## src/rtl/seq_pack_loader.sv

```systemverilog
// Front-end loader for the banded Smith-Waterman accelerator: encodes ASCII bases,
// packs one reference/query pair, launches the engine and tracks completion/watchdog.
module seq_pack_loader #(
  parameter int L       = 8,
  parameter int TIMEOUT = 1023
) (
  input  logic           clk,
  input  logic           reset_n,
  input  logic           s_valid,
  input  logic [7:0]     s_data,
  input  logic           s_last,
  output logic           s_ready,
  output logic           acc_start,
  output logic [3*L-1:0] acc_r,
  output logic [3*L-1:0] acc_q,
  input  logic           acc_ready,
  output logic           busy,
  output logic           pair_done,
  output logic           overflow,
  output logic           timeout,
  output logic [7:0]     pair_count
);

  localparam int             IW    = $clog2(L + 1);
  localparam logic [IW-1:0]  L_IDX = IW'(L);
  localparam logic [9:0]     TO_V  = 10'(TIMEOUT);

  typedef enum logic [2:0] {
    IDLE   = 3'd0,
    LOAD_R = 3'd1,
    LOAD_Q = 3'd2,
    START  = 3'd3,
    WAIT   = 3'd4
  } state_t;

  state_t           state_q, state_d;
  logic [IW-1:0]    idx_q, idx_d;
  logic [9:0]       wait_q, wait_d;
  logic             rdy_prev_q;
  logic [3*L-1:0]   acc_r_q, acc_r_d, acc_q_q, acc_q_d;
  logic             s_ready_q, s_ready_d;
  logic             acc_start_q, acc_start_d;
  logic             busy_q, busy_d;
  logic             pair_done_q, pair_done_d;
  logic             overflow_q, overflow_d;
  logic             timeout_q, timeout_d;
  logic [7:0]       pair_count_q, pair_count_d;
  logic             hs_s;
  logic [2:0]       sym_s;

  // 3'd0 is kept for padding, so unknown bytes (N and anything else) map to 3'd5.
  function automatic logic [2:0] encode_base(input logic [7:0] b);
    case (b)
      8'h41, 8'h61: encode_base = 3'd1;
      8'h43, 8'h63: encode_base = 3'd2;
      8'h47, 8'h67: encode_base = 3'd3;
      8'h54, 8'h74: encode_base = 3'd4;
      default:      encode_base = 3'd5;
    endcase
  endfunction

  // Write one symbol into the slot selected by idx, leaving other slots untouched.
  function automatic logic [3*L-1:0] put_sym(input logic [3*L-1:0] word,
                                             input logic [IW-1:0]  idx,
                                             input logic [2:0]     sym);
    logic [3*L-1:0] w;
    w = word;
    for (int i = 0; i < L; i++) begin
      if (idx == IW'(i)) begin
        w[3*i +: 3] = sym;
      end else begin
        w[3*i +: 3] = word[3*i +: 3];
      end
    end
    return w;
  endfunction

  assign sym_s = encode_base(s_data);
  assign hs_s  = s_valid & s_ready_q;

  // Next-state, datapath and registered-output decode.
  always_comb begin
    state_d      = state_q;
    idx_d        = idx_q;
    wait_d       = wait_q;
    acc_r_d      = acc_r_q;
    acc_q_d      = acc_q_q;
    pair_done_d  = 1'b0;
    overflow_d   = overflow_q;
    timeout_d    = timeout_q;
    pair_count_d = pair_count_q;

    case (state_q)
      IDLE: begin
        state_d = LOAD_R;
        idx_d   = '0;
        acc_r_d = '0;
        acc_q_d = '0;
      end
      LOAD_R: begin
        if (hs_s) begin
          if (idx_q < L_IDX) begin
            acc_r_d = put_sym(acc_r_q, idx_q, sym_s);
            idx_d   = idx_q + IW'(1);
          end else begin
            overflow_d = 1'b1;
          end
          if (s_last) begin
            state_d = LOAD_Q;
            idx_d   = '0;
          end else begin
            state_d = LOAD_R;
          end
        end else begin
          state_d = LOAD_R;
        end
      end
      LOAD_Q: begin
        if (hs_s) begin
          if (idx_q < L_IDX) begin
            acc_q_d = put_sym(acc_q_q, idx_q, sym_s);
            idx_d   = idx_q + IW'(1);
          end else begin
            overflow_d = 1'b1;
          end
          if (s_last) begin
            state_d = START;
            idx_d   = '0;
          end else begin
            state_d = LOAD_Q;
          end
        end else begin
          state_d = LOAD_Q;
        end
      end
      START: begin
        state_d = WAIT;
        wait_d  = '0;
      end
      WAIT: begin
        // Completion is checked first so it wins over a coincident watchdog expiry.
        if (acc_ready && !rdy_prev_q) begin
          pair_done_d  = 1'b1;
          pair_count_d = pair_count_q + 8'd1;
          state_d      = IDLE;
        end else if ((wait_q + 10'd1) == TO_V) begin
          timeout_d = 1'b1;
          state_d   = IDLE;
        end else begin
          wait_d = wait_q + 10'd1;
        end
      end
      default: begin
        state_d = IDLE;
      end
    endcase

    s_ready_d   = (state_d == LOAD_R) || (state_d == LOAD_Q);
    acc_start_d = (state_d == START);
    busy_d      = (state_d != IDLE);
  end

  // State, datapath and output registers.
  always_ff @(posedge clk or negedge reset_n) begin
    if (!reset_n) begin
      state_q      <= IDLE;
      idx_q        <= '0;
      wait_q       <= '0;
      rdy_prev_q   <= 1'b0;
      acc_r_q      <= '0;
      acc_q_q      <= '0;
      s_ready_q    <= 1'b0;
      acc_start_q  <= 1'b0;
      busy_q       <= 1'b0;
      pair_done_q  <= 1'b0;
      overflow_q   <= 1'b0;
      timeout_q    <= 1'b0;
      pair_count_q <= 8'd0;
    end else begin
      state_q      <= state_d;
      idx_q        <= idx_d;
      wait_q       <= wait_d;
      rdy_prev_q   <= acc_ready;
      acc_r_q      <= acc_r_d;
      acc_q_q      <= acc_q_d;
      s_ready_q    <= s_ready_d;
      acc_start_q  <= acc_start_d;
      busy_q       <= busy_d;
      pair_done_q  <= pair_done_d;
      overflow_q   <= overflow_d;
      timeout_q    <= timeout_d;
      pair_count_q <= pair_count_d;
    end
  end

  assign s_ready    = s_ready_q;
  assign acc_start  = acc_start_q;
  assign acc_r      = acc_r_q;
  assign acc_q      = acc_q_q;
  assign busy       = busy_q;
  assign pair_done  = pair_done_q;
  assign overflow   = overflow_q;
  assign timeout    = timeout_q;
  assign pair_count = pair_count_q;

endmodule

```

## config.mk

```make
export PLATFORM = sky130hd
export DESIGN_NAME = seq_pack_loader
export DESIGN_NICKNAME = d
export VERILOG_FILES = /design/src/rtl/seq_pack_loader.sv
export SDC_FILE = /design/constraint.sdc
export NUM_CORES = 1
export LEC_CHECK = 0
export ABC_AREA = 1
export CORE_UTILIZATION = 46
export DETAILED_ROUTE_END_ITERATION = 10
export PLACE_DENSITY = 0.84
export SETUP_SLACK_MARGIN = 0.3
export SYNTH_ARGS = -nofsm -noshare
export SYNTH_HDL_FRONTEND = slang
export SYNTH_SLANG_ARGS = --single-unit
```

## constraint.sdc

```tcl
create_clock -name clk -period 1.55 [get_ports clk]
set_input_delay 0.31 -clock clk [delete_from_list [all_inputs] [get_ports clk]]
set_output_delay 0.31 -clock clk [all_outputs]
set_load 0.005 [all_outputs]
```

==> flow_summary.ini <==
[timing]
fin_ws_ns = -0.492
setup_viol = 44
finalHoldViolCount = 0
fin_skew_ns = 0.00903
fmax_ghz = 0.490
period_needed_ns = 2.04
final_max_slew_viol_count = 0
rsz0062_at_grt = yes
fin_crit_sh = 1.32
tightest_slew_ns = 0.850
relSlewSlack = 0.432

[route]
totalWireLength_um = 17300
drt_iter0_drc = 349
wl_per_cell_um = 22.9
dr_total_vias = 4510
vias_per_cell = 5.96
dr.pass1.iters = 5
drc = 0
final_antenna_net_count = 0

[global_route]
overflow = 0
grt_use_total = 0.317
grt.met1_usage = 0.365
grt_use_met3 = 0.0477
grt_pass1_wl_um = 20600
busiest_layer = met2
grt_max_degree = 81
grt_pass1_vias = 4172
grt_use_met2 = 0.560
antenna_found_initial = 0

[synth]
yosysSeqAreaShare = 0.542
syn_inst = 429
synth_area_per_cell_um2 = 8.61
synth_top_area_frac = 0.542
synth_flop_cell = dfrtp_1
synth_edf_count = 0
ys_types = 29
yosysMostFrequentCell = nand2_1
ys_seq_elements = 80
synth.net_count = 449
ys.warnings.count = 0
yosysTopAreaCell = dfrtp_1
synth_area_um2 = 3690
synth_common_cells = 121 x nand2_1, 80 x dfrtp_1, 56 x o21ai_0, 54 x inv_1, 30 x nand3_1
async_reset_ff_frac = 1.00
synthTopCellsByArea = dfrtp_1 54%, nand2_1 12%, o21ai_0 7.6%, inv_1 5.5%, nand3_1 4.1%

[setup_path]
critPathKind = flip-flop to flip-flop
crit_path_end_kind = flip-flop
path_max_fanout = 6
arrival_ns = 2.29
worstSetupStartpointType = flip-flop
worstPathRequired_ns = 1.79

[job]
maxCapViolations = 0

[floorplan]
chipHeight_um = 91.6
ioPinCount = 75
dieArea_um2 = 8390
core_area_um2 = 7730
fp.dieW_um = 91.6
initial_core_util = 0.478
core.rowCount = 32

[cts]
clock_sinks = 80
cts_root_buffer = clkbuf_8
cts_buffers = 9
clkLatencyLatePin_ns = 0.37
tritoncts = done
htreeDepth = 3
cts_max_path_buffers = 2
clk_pin_slew_ns = 0.08

[placed_design]
portBuffers = 73
gp_congestion = 0.867
hpwlAfterDp_um = 6640

[run_status]
violations = negative setup slack
status = finished with violations

[cells_and_area]
post-route-util = 0.861
nets = 670
drive_gt1_frac = 0.632
num_antenna_cells = 0
area_delta_synth_final_pct = 80.2

[power_and_ir_drop]
p_per_area_nw_per_um2 = 1730
peakVddDrop_uv = 955
p_leak_nw = 3.34
p_total_mw = 11.5

[min_path]
hold_class = input port to flip-flop
==> worst max-delay path, stage by stage (launching register included) <==
cell     delay, ns
dfrtp_1       0.47
nand2_2       0.15
buf_4         0.16
nor2_1        0.18
xor2_1        0.28
nor2_2        0.09
nand2_2       0.14
nand2_8       0.10
buf_6         0.15
nand3_1       0.07
nand2_1       0.10
==> repair_timing <==
item | CTS | global route
cloned | 1 | 0
endpoints found under the setup margin | 135 | 93
hold endpoints to repair | 57 | 0
pin swaps | 44 | 90
gates resized for setup | 308 | 193
buffers inserted | 58 | 26
hold buffers | 1 | 0
==> kinds of logic (layout without fill, tap and decap cells) <==
logic type      after synthesis  in the layout  share of synthesized area
compound gates               67             67                     0.0935
mux                           1              1                    0.00305
fa+ha+maj                     7              7                     0.0237
simple gates                205            206                      0.250
buf+inv                      60            285                     0.0657
flops                        80             80                      0.542
xor+xnor                      9              9                     0.0213
==> registers in the layout (all words and copies together) (netlist names) <==
name,cells
acc_q,24
acc_r,24
acc_start,1
busy,1
idx_q,4
overflow,1
pair_count,8
pair_done,1
rdy_prev_q,1
s_ready,1
state_q,3
timeout,1
wait_q,10
==> where the power goes <==
group          total (mW)  switching, mW  internal (mW)  leakage, nW
Sequential           2.87          0.381           2.49         1.06
Clock                1.80          0.842          0.960        0.117
Combinational        6.86           3.89           2.97         2.16
==> worst paths after layout <==
check	from	endpoint	slack, ns	cells after the start
worst max register to register	wait_q[3]	wait_q[6]	-0.49	10
worst max-delay path	wait_q[3]	wait_q[6]	-0.49	10
min in group asynchronous	reset_n	acc_q[13]	0.48	3
max in group asynchronous	reset_n	wait_q[4]	0.70	3
worst min register to register	acc_q[0]	acc_q[0]	0.50	2
worst min-delay path	acc_ready	rdy_prev_q	0.22	1
==> cell usage in the layout, fill, tap and decap left out, types with 3 or more instances in the layout <==
master	count
nand3_2	20
dfrtp_2	10
o21ai_4	13
buf_4	92
nor2_4	19
clkbuf_2	15
inv_1	24
o21ai_2	21
nand2_2	34
nand4_1	6
nand3_1	11
nand2_4	11
inv_2	18
dlygate4sd2_1	8
a21oi_4	3
nand3_4	3
clkbuf_8	10
ha_4	4
dfrtp_1	70
nand2_8	7
buf_6	41
buf_12	5
inv_4	9
nor2_2	6
inv_6	5
nand2_1	72
buf_2	47
o21ai_1	24
xor2_1	6
nor2_1	8
==> area by class of cell <==
| type | count | area (um2) |
|---|---|---|
| fill | 315 | 1070 |
| clock inverter | 6 | 91.3 |
| clock buffer | 10 | 138 |
| sequential | 80 | 2010 |
| tap | 102 | 128 |
| multi-input combinational | 290 | 2330 |
| inverter | 56 | 260 |
| timing repair buffer | 213 | 1700 |
==> through the flow <==
| stage | instances | setup slack (ns) | area [um2] | TNS [ns] | hold WS, ns |
|---|---|---|---|---|---|
| 3_3_place_gp | 655 | -0.313 | 5150 | -12.86 | 0.361 |
| 2_1_floorplan | 429 | -0.0171 | 3880 | -0.104 | 0.0144 |
| 3_5_place_dp | 655 | -0.404 | 5150 | -18.04 | 0.365 |
| 6_report | 757 | -0.492 | 6650 | -8.44 | 0.223 |
| 4_1_cts | 731 | -0.195 | 5880 | -2.36 | 0.226 |
| 5_1_grt | 757 | -0.555 | 6650 | -10.70 | 0.221 |
==> metal layers <==
metal / wire (um) / part of all wire
met2: 8280 / 0.48
met1: 6200 / 0.36
met4: 1330 / 0.077
met3: 1510 / 0.087
met5: 0 / 0
Power figures use the tool's default switching activity.
